### src/rtl/ula_arbiter_if.sv
// ula_arbiter_if: requester, ALU and status signals of the ALU arbiter.
// The slave modport is the arbiter side, master is the environment side.
interface ula_arbiter_if;
   logic       clear;
   logic       req0;
   logic       req1;
   logic [2:0] A0;
   logic [2:0] B0;
   logic [2:0] OP0;
   logic [2:0] A1;
   logic [2:0] B1;
   logic [2:0] OP1;
   logic       ack0;
   logic       ack1;
   logic [5:0] result;
   logic       led_zero;
   logic       led_neg;
   logic       led_ovf;
   logic [2:0] alu_A;
   logic [2:0] alu_B;
   logic [2:0] alu_OP;
   logic [5:0] alu_res;
   logic       alu_zero;
   logic       alu_neg;
   logic       alu_ovf;
   logic       busy;
   logic       last_grant;

   modport slave (
      input  clear, req0, req1,
      input  A0, B0, OP0, A1, B1, OP1,
      input  alu_res, alu_zero, alu_neg, alu_ovf,
      output ack0, ack1, result,
      output led_zero, led_neg, led_ovf,
      output alu_A, alu_B, alu_OP,
      output busy, last_grant
   );

   modport master (
      output clear, req0, req1,
      output A0, B0, OP0, A1, B1, OP1,
      output alu_res, alu_zero, alu_neg, alu_ovf,
      input  ack0, ack1, result,
      input  led_zero, led_neg, led_ovf,
      input  alu_A, alu_B, alu_OP,
      input  busy, last_grant
   );
endinterface

### src/rtl/ula_arbiter.sv
// ula_arbiter: round-robin sharing of one combinational 3-bit ALU
// between two requesters, with registered result, flags and ack.
module ula_arbiter #(
   parameter int SETTLE_CYCLES = 1
) (
   input logic          clk,
   input logic          reset,
   ula_arbiter_if.slave bus
);

   typedef enum logic [1:0] {
      IDLE,
      ISSUE,
      DONE
   } state_t;

   localparam logic [3:0] CNT_LOAD = 4'(SETTLE_CYCLES - 1);

   state_t     state;
   logic [3:0] cnt;
   logic       win;

   // Winner of the current IDLE cycle; a tie goes to the other index.
   always_comb begin
      win = bus.req1;
      if (bus.req0 && bus.req1)
         win = ~bus.last_grant;
   end

   // Arbitration FSM with registered operands, result, flags and acks.
   always_ff @(posedge clk) begin
      if (reset) begin
         state          <= IDLE;
         cnt            <= 4'd0;
         bus.ack0       <= 1'b0;
         bus.ack1       <= 1'b0;
         bus.busy       <= 1'b0;
         bus.result     <= 6'd0;
         bus.led_zero   <= 1'b0;
         bus.led_neg    <= 1'b0;
         bus.led_ovf    <= 1'b0;
         bus.alu_A      <= 3'd0;
         bus.alu_B      <= 3'd0;
         bus.alu_OP     <= 3'd0;
         bus.last_grant <= 1'b1;
      end else begin
         unique case (state)
            IDLE: begin
               bus.ack0 <= 1'b0;
               bus.ack1 <= 1'b0;
               if (bus.clear) begin
                  bus.result   <= 6'd0;
                  bus.led_zero <= 1'b0;
                  bus.led_neg  <= 1'b0;
                  bus.led_ovf  <= 1'b0;
               end
               if (bus.req0 || bus.req1) begin
                  bus.alu_A      <= win ? bus.A1  : bus.A0;
                  bus.alu_B      <= win ? bus.B1  : bus.B0;
                  bus.alu_OP     <= win ? bus.OP1 : bus.OP0;
                  bus.last_grant <= win;
                  cnt            <= CNT_LOAD;
                  bus.busy       <= 1'b1;
                  state          <= ISSUE;
               end
            end
            ISSUE: begin
               if (cnt == 4'd0) begin
                  bus.result   <= bus.alu_res;
                  bus.led_zero <= bus.alu_zero;
                  bus.led_neg  <= bus.alu_neg;
                  bus.led_ovf  <= bus.alu_ovf;
                  bus.ack0     <= ~bus.last_grant;
                  bus.ack1     <= bus.last_grant;
                  state        <= DONE;
               end else begin
                  cnt <= cnt - 4'd1;
               end
            end
            DONE: begin
               bus.ack0 <= 1'b0;
               bus.ack1 <= 1'b0;
               bus.busy <= 1'b0;
               state    <= IDLE;
            end
            default: state <= IDLE;
         endcase
      end
   end

endmodule

### src/flat_wrapper.sv
// flat-port wrapper written by rule: the top's interface ports become plain ports
module ula_arbiter_flat 
#(
   parameter int SETTLE_CYCLES = 1
)
  (clk, reset, bus_clear, bus_req0, bus_req1, bus_A0, bus_B0, bus_OP0, bus_A1, bus_B1, bus_OP1, bus_alu_res, bus_alu_zero, bus_alu_neg, bus_alu_ovf, bus_ack0, bus_ack1, bus_result, bus_led_zero, bus_led_neg, bus_led_ovf, bus_alu_A, bus_alu_B, bus_alu_OP, bus_busy, bus_last_grant);
  ula_arbiter_if bus_i ();
  input logic clk;
  input logic reset;
  input wire logic [$bits(bus_i.clear)-1:0] bus_clear;
  input wire logic [$bits(bus_i.req0)-1:0] bus_req0;
  input wire logic [$bits(bus_i.req1)-1:0] bus_req1;
  input wire logic [$bits(bus_i.A0)-1:0] bus_A0;
  input wire logic [$bits(bus_i.B0)-1:0] bus_B0;
  input wire logic [$bits(bus_i.OP0)-1:0] bus_OP0;
  input wire logic [$bits(bus_i.A1)-1:0] bus_A1;
  input wire logic [$bits(bus_i.B1)-1:0] bus_B1;
  input wire logic [$bits(bus_i.OP1)-1:0] bus_OP1;
  input wire logic [$bits(bus_i.alu_res)-1:0] bus_alu_res;
  input wire logic [$bits(bus_i.alu_zero)-1:0] bus_alu_zero;
  input wire logic [$bits(bus_i.alu_neg)-1:0] bus_alu_neg;
  input wire logic [$bits(bus_i.alu_ovf)-1:0] bus_alu_ovf;
  output wire logic [$bits(bus_i.ack0)-1:0] bus_ack0;
  output wire logic [$bits(bus_i.ack1)-1:0] bus_ack1;
  output wire logic [$bits(bus_i.result)-1:0] bus_result;
  output wire logic [$bits(bus_i.led_zero)-1:0] bus_led_zero;
  output wire logic [$bits(bus_i.led_neg)-1:0] bus_led_neg;
  output wire logic [$bits(bus_i.led_ovf)-1:0] bus_led_ovf;
  output wire logic [$bits(bus_i.alu_A)-1:0] bus_alu_A;
  output wire logic [$bits(bus_i.alu_B)-1:0] bus_alu_B;
  output wire logic [$bits(bus_i.alu_OP)-1:0] bus_alu_OP;
  output wire logic [$bits(bus_i.busy)-1:0] bus_busy;
  output wire logic [$bits(bus_i.last_grant)-1:0] bus_last_grant;
  assign bus_i.clear = bus_clear;
  assign bus_i.req0 = bus_req0;
  assign bus_i.req1 = bus_req1;
  assign bus_i.A0 = bus_A0;
  assign bus_i.B0 = bus_B0;
  assign bus_i.OP0 = bus_OP0;
  assign bus_i.A1 = bus_A1;
  assign bus_i.B1 = bus_B1;
  assign bus_i.OP1 = bus_OP1;
  assign bus_i.alu_res = bus_alu_res;
  assign bus_i.alu_zero = bus_alu_zero;
  assign bus_i.alu_neg = bus_alu_neg;
  assign bus_i.alu_ovf = bus_alu_ovf;
  assign bus_ack0 = bus_i.ack0;
  assign bus_ack1 = bus_i.ack1;
  assign bus_result = bus_i.result;
  assign bus_led_zero = bus_i.led_zero;
  assign bus_led_neg = bus_i.led_neg;
  assign bus_led_ovf = bus_i.led_ovf;
  assign bus_alu_A = bus_i.alu_A;
  assign bus_alu_B = bus_i.alu_B;
  assign bus_alu_OP = bus_i.alu_OP;
  assign bus_busy = bus_i.busy;
  assign bus_last_grant = bus_i.last_grant;
  ula_arbiter #(.SETTLE_CYCLES(SETTLE_CYCLES)) u_core (.clk(clk), .reset(reset), .bus(bus_i));
endmodule
### config.mk
export PLATFORM = sky130hd
export DESIGN_NAME = ula_arbiter_flat
export DESIGN_NICKNAME = d
export VERILOG_FILES = /design/src/rtl/ula_arbiter_if.sv /design/src/rtl/ula_arbiter.sv /design/src/flat_wrapper.sv
export SDC_FILE = /design/constraint.sdc
export NUM_CORES = 1
export LEC_CHECK = 0
export CAP_MARGIN = 25
export CELL_PAD_IN_SITES_DETAIL_PLACEMENT = 1
export CELL_PAD_IN_SITES_GLOBAL_PLACEMENT = 2
export CORE_ASPECT_RATIO = 1.75
export CORE_MARGIN = 4
export CORE_UTILIZATION = 25
export CTS_CLUSTER_DIAMETER = 50
export DETAILED_ROUTE_END_ITERATION = 7
export HOLD_SLACK_MARGIN = 0.06
export MAX_ROUTING_LAYER = met4
export PLACE_DENSITY = 0.86
export SETUP_SLACK_MARGIN = 0.05
export SLEW_MARGIN = 20
export SYNTH_ARGS = -nofsm -noshare
export SYNTH_HDL_FRONTEND = slang
export SYNTH_SLANG_ARGS = --single-unit
### constraint.sdc
create_clock -name clk -period 4.3 [get_ports clk]
set_input_delay 0.86 -clock clk [delete_from_list [all_inputs] [get_ports clk]]
set_output_delay 0.86 -clock clk [all_outputs]
set_load 0.005 [all_outputs]
==> flow_metrics.tcl, run 1 <==
set metrics [dict create \
    synth-seq-area-share 0.467 \
    worst_ir_drop_vdd_uv 260 \
    crit_arrival_ns 2.66 \
    dp_worst_setup_slack_ns 1.53 \
    hold_class "flop to flop" \
    dieArea_um2 6020 \
    clk_latency_ns 0.27 \
    end_kind "flop" \
    fin_area_um2 1820 \
    synth_area_per_cell_um2 10.2 \
    nNetsFinal 203 \
    worst-setup-path-type "input pin to flop" \
    yosys_warnings 0 \
    clockBufferDepth 2 \
    powerDensity_nw_per_um2 328 \
    ios 54 \
    ys_types 31 \
    place_area_um2 1760 \
    track_usage 0.136 \
    place_hpwl_um 3130 \
    die_width_um 60.4 \
    min_from "u_core.bus.result[2]" \
    initial_utilization 0.257 \
    rsz0062_at_grt "false" \
    rows 33 \
    drive_above_1_share 0.0595 \
    cts_resized 0 \
    fin_crit_sh 0.567 \
    vias_per_cell 5.16 \
    slew_violations 0 \
    ys_ff_latch 28 \
    synth_nets 152 \
    portBuffers 53 \
    fin_crit_ns 2.44 \
    first_pass_iters 3 \
    vias 1136 \
    cp_max_fo 18 \
    setup_violations 0 \
    fp.coreArea_um2 4670 \
    fin_cells 220 \
    h-tree-depth 1 \
    utilization 0.389 \
    place_congestion 0.706 \
    leakage_nw 0.667 \
    syn_inst 118 \
    required_ns 4.52 \
    route.detailed.drc 0 \
    grt_remaining_overflow 0 \
    rr_startpoint "u_core.cnt[0]" \
    skew_ns 0.00305 \
    area_growth_pct 51.3 \
    drtIter0Drc 7 \
    fmax_mhz 410 \
    clkSinkCount 28 \
    diodes 0 \
    cts_tree "built" \
    cap_violations 0 \
    antenna_found_initial 0 \
    cts-root-buf "clkbuf_8" \
    setup_tns_ns 0 \
    status "complete, no violations" \
    detail-route-antenna-nets 0 \
    setup_slack_ns 1.86 \
    cts.clk_slew.worst_paths_ns 0.09 \
    netlist_area_um2 1200 \
    grt_pass1_wl_um 5980 \
    chipHeight_um 99.7 \
    postCtsSetupRepairBufs 0 \
    crit_start "reset" \
    wl_per_cell_um 17.2 \
    drt-total-wl_um 3780 \
    first_global_vias 1243 \
    grt_max_degree 19 \
    placedCellCount 216 \
    worst_pin_slew_ns 0.770 \
    slew_headroom 0.485 \
    postCtsHoldBufs 0 \
    cp-start-kind "input pin" \
    hold_viol 0 \
    numCtsBuffers 3 \
]
==> stage by stage <==
| stage | power [W] | hold slack [ns] |
|---|---|---|
| 5_1_grt | 0.000627 | 0.514 |
| 3_5_place_dp | 0.000441 | 0.478 |
| 3_3_place_gp | 0.000436 | 0.477 |
| 2_1_floorplan | 0.000358 | 0.466 |
| 4_1_cts | 0.000602 | 0.504 |
| 6_report | 0.000596 | 0.502 |
==> state kept, by name, summed over array words and instances, names as in the netlist, 2 cells and up <==
name and flops:
u_core.bus.alu_A 3, u_core.bus.alu_B 3, u_core.bus.alu_OP 3, u_core.bus.result 6, u_core.cnt 4, u_core.state 2
==> routing by layer <==
layer  wire length, um  vias up  global-route usage
li1                  -      547                   -
met1              1220      548               0.119
met2              2340       35               0.273
met3               146        6              0.0182
met4                74        0              0.0512
met5                 0        -                   -
==> Yosys cell counts <==
cell type	instances	area (um^2)
o21ai_0	4	20.0
clkbuf_1	3	11.3
nor3_4	1	16.3
or3_1	3	18.8
dfxtp_1	28	561
nand3_1	4	20.0
nand2b_1	2	12.5
o221a_2	1	11.3
a211oi_1	9	67.6
a22o_1	9	78.8
a22oi_1	1	7.51
mux2i_1	9	90.1
nor2b_1	1	6.26
a21boi_1	1	7.51
inv_1	5	18.8
clkbuf_2	1	5.00
o21bai_1	1	7.51
buf_6	1	11.3
nor3b_1	1	7.51
nor4bb_1	1	10.0
o31ai_2	1	12.5
o211ai_1	2	15.0
a21oi_1	15	75.1
nor2_1	2	7.51
or4_1	2	15.0
o221ai_1	2	17.5
or3b_1	1	8.76
and2b_4	1	10.0
buf_2	3	15.0
ha_1	2	25.0
o21ba_2	1	10.0
==> layout by cell type (no fill, tap or decap), types with 4 or more instances in the layout <==
cell type        instances
mux2i_1                  9
o21ai_0                  4
dfxtp_1                 28
nand3_1                  4
inv_1                    5
a22o_1                   9
a211oi_1                 9
clkbuf_8                 4
a21oi_1                 15
clkdlybuf4s50_1         53
==> final cells by class <==
type	count	area (um^2)
multi-input cells	77	578
well taps	52	65.1
repair buffers	54	538
fillers	525	2850
clock buffers	4	55.1
flip-flops and latches	28	561
inverters	5	18.8
==> where the power goes <==
| part | switching (W) | internal, W | total [W] | leakage [nW] |
|---|---|---|---|---|
| sequential | 0.0000162 | 0.000280 | 0.000296 | 0.230 |
| combinational | 0.0000554 | 0.0000825 | 0.000138 | 0.408 |
| clock | 0.0000800 | 0.0000819 | 0.000162 | 0.0288 |
| total | 0.000152 | 0.000444 | 0.000596 | 0.667 |
==> path summary, 6_finish.rpt <==
kind | cells past startpoint | slack [ns] | to
max | 3 | 1.86 | u_core.bus.led_ovf
min | 1 | 0.50 | u_core.bus.result[2]
min reg2reg | 1 | 0.50 | u_core.bus.result[2]
max reg2reg | 5 | 2.53 | u_core.bus.led_ovf
==> cells by family after synthesis <==
family	Yosys count	share of synthesized area
adders and majority gates	2	0.0209
DFF	28	0.467
AOI/OAI and AO/OA	47	0.275
and+or+nand+nor	19	0.111
buffers and inverters	13	0.0511
muxes	9	0.0751
==> critical path, cell delays in order <==
cell             delay (ns)
clkdlybuf4s50_1        0.80
o31ai_2                0.74
a22o_1                 0.25
(Power assumes the default switching activity.)
==> run 2, diff against run 1 <==
--- a/config.mk
+++ b/config.mk
@@ -10,12 +10,12 @@
 export CELL_PAD_IN_SITES_GLOBAL_PLACEMENT = 2
 export CORE_ASPECT_RATIO = 1.75
 export CORE_MARGIN = 4
-export CORE_UTILIZATION = 25
+export CORE_UTILIZATION = 23
 export CTS_CLUSTER_DIAMETER = 50
 export DETAILED_ROUTE_END_ITERATION = 7
 export HOLD_SLACK_MARGIN = 0.06
 export MAX_ROUTING_LAYER = met4
-export PLACE_DENSITY = 0.86
+export PLACE_DENSITY = 0.81
 export SETUP_SLACK_MARGIN = 0.05
 export SLEW_MARGIN = 20
 export SYNTH_ARGS = -nofsm -noshare
==> constraint.sdc (replaced) <==
create_clock -name clk -period 2.25 [get_ports clk]
set_input_delay 0.45 -clock clk [delete_from_list [all_inputs] [get_ports clk]]
set_output_delay 0.45 -clock clk [all_outputs]
set_load 0.005 [all_outputs]
==> run 2 against run 1 <==
  * Wire length rose by 1.3%
  * Global-route usage down 1.0 points
  * Cell count increased by 1.8%
  * Combinational power grew 94%
  * Via count about the same
  * Critical path type is now flop to flop
  * Critical endpoint is now u_core.bus.led_zero
==> flow_metrics.tcl, run 2 (synthesized netlist as in run 1, its figures left out) <==
set metrics [dict create \
    vias_per_cell 5.07 \
    clk_latency_ns 0.28 \
    required_ns 2.47 \
    powerDensity_nw_per_um2 669 \
    dr.max_layer_used "met4" \
    drt-total-wl_um 3830 \
    cp_slowest_cell "or3b_1" \
    worst-setup-path-type "flop to flop" \
    h-tree-depth 1 \
    p_clk_frac 0.326 \
    postCtsHoldBufs 0 \
    route.detailed.drc 0 \
    cts-root-buf "clkbuf_8" \
    cpLargestDelayFamily "simple AND/OR/NAND/NOR gates" \
    largest_register_ffs 6 \
    wl_per_cell_um 17.1 \
    setup_tns_ns 0 \
    hold_class "flop to flop" \
    vias 1135 \
    cp-start-kind "flop" \
    track_usage 0.126 \
    wl_met2_um 2190 \
    crit_chain "inv_1, ha_1, or3b_1, nor3_4, a22o_1" \
    grt_max_degree 17 \
    p_switching_w 0.000303 \
    fin_crit_sh 0.765 \
    place_hpwl_um 3100 \
    setup_violations 0 \
    cap_violations 0 \
    grt_pass1_wl_um 6560 \
    cts_tree "built" \
    dieArea_um2 6480 \
    fmax_mhz 581 \
    fin_cells 224 \
    first_global_vias 1361 \
    diodes 0 \
    portBuffers 53 \
    fin_crit_ns 1.72 \
    worst_pin_slew_ns 0.671 \
    worst-path-buf-inv 1 \
    hold_viol 0 \
    detail-route-antenna-nets 0 \
    placedCellCount 220 \
    clockBufferDepth 2 \
    final_cell_mix "53 x clkdlybuf4s50_1, 28 x dfxtp_1, 15 x a21oi_1" \
    slew_headroom 0.550 \
    drt-met1-wl_um 1400 \
    first_pass_iters 4 \
    slew_violations 0 \
    fp.coreArea_um2 5020 \
    p_comb_frac 0.216 \
    cp_max_fo 10 \
    area_growth_pct 54.1 \
    top_register "u_core.bus.result" \
    leakage_nw 0.684 \
    crit_arrival_ns 1.95 \
    initial_utilization 0.239 \
    cts.clk_slew.worst_paths_ns 0.10 \
    top_regs "u_core.bus.result x6, u_core.cnt x4" \
    crit_path_max_incr_delay_ns 0.50 \
    grt_remaining_overflow 0 \
    drive_above_1_share 0.0706 \
    swShare 0.245 \
    met3_length_um 205 \
    reg2reg_slack_ns 0.53 \
    worst_ir_drop_vdd_uv 275 \
    seqPwrFrac 0.457 \
    antenna_found_initial 0 \
    status "complete, no violations" \
    drtIter0Drc 11 \
    numCtsBuffers 3 \
    rsz0062_at_grt "false" \
    place_congestion 0.678 \
    ios 54 \
    p_int_w 0.000935 \
    end_kind "flop" \
    clkSinkCount 28 \
    final_common_cell "clkdlybuf4s50_1" \
    nNetsFinal 205 \
    rows 34 \
    cts_resized 0 \
    die_width_um 62.6 \
    skew_ns 0.00572 \
    postCtsSetupRepairBufs 0 \
    chipHeight_um 104 \
]
run 2: cell count changes in the layout (fill, tap and decap cells not counted), sizes merged:
| cell | change |
|---|---|
| clkbuf | -1 |
| bufinv | +1 |
| buf | +2 |
run 2: final cells by class:
type	instances	area [um^2]
clock inverters	1	30.0
repair buffers	56	553
fillers	586	3170
well taps	54	67.6
inverters	5	18.8
clock buffers	3	41.3
multi-input cells	77	578
flip-flops and latches	28	561
run 2: worst register-to-register path, delay by kind of cell (launching register included):
| kind | cells | cell delay, ns |
|---|---|---|
| AOI/OAI and AO/OA | 1 | 0.20 |
| adders and majority gates | 1 | 0.18 |
| buffers and inverters | 1 | 0.10 |
| DFF | 1 | 0.34 |
| and+or+nand+nor | 2 | 0.86 |
run 2: worst paths after layout:
kind                                            from                    to  cells past startpoint
worst max-delay path                   u_core.cnt[0]   u_core.bus.led_zero                      5
worst min-delay path            u_core.bus.result[5]  u_core.bus.result[5]                      1
worst max register to register         u_core.cnt[0]   u_core.bus.led_zero                      5
worst min register to register  u_core.bus.result[5]  u_core.bus.result[5]                      1
run 2: per-stage QoR:
stage | power, W | hold slack [ns] | utilization | setup slack (ns) | area [um^2]
finish | 0.00124 | 0.488 | 0.368 | 0.528 | 1850
global route | 0.00130 | 0.507 | 0.368 | 0.387 | 1850
CTS | 0.00125 | 0.493 | 0.368 | 0.502 | 1850
detailed placement | 0.000847 | 0.469 | 0.354 | 0.329 | 1780
global placement | 0.000838 | 0.464 | 0.354 | 0.399 | 1780
floorplan | 0.000683 | 0.466 | - | 0.760 | 1200
run 2: layer usage:
metal  GRT usage  vias up
met1       0.124      536
met4      0.0284        0
met5           -        -
met2       0.246       47
li1            -      547
met3      0.0271        5
run 2: power groups by stage:
stage	clock network [W]	registers, W	logic [W]
floorplan	0	0.000571	0.000113
global placement	0	0.000577	0.000261
detailed placement	0	0.000576	0.000271
CTS	0.000412	0.000567	0.000272
global route	0.000438	0.000572	0.000293
finish	0.000404	0.000566	0.000268
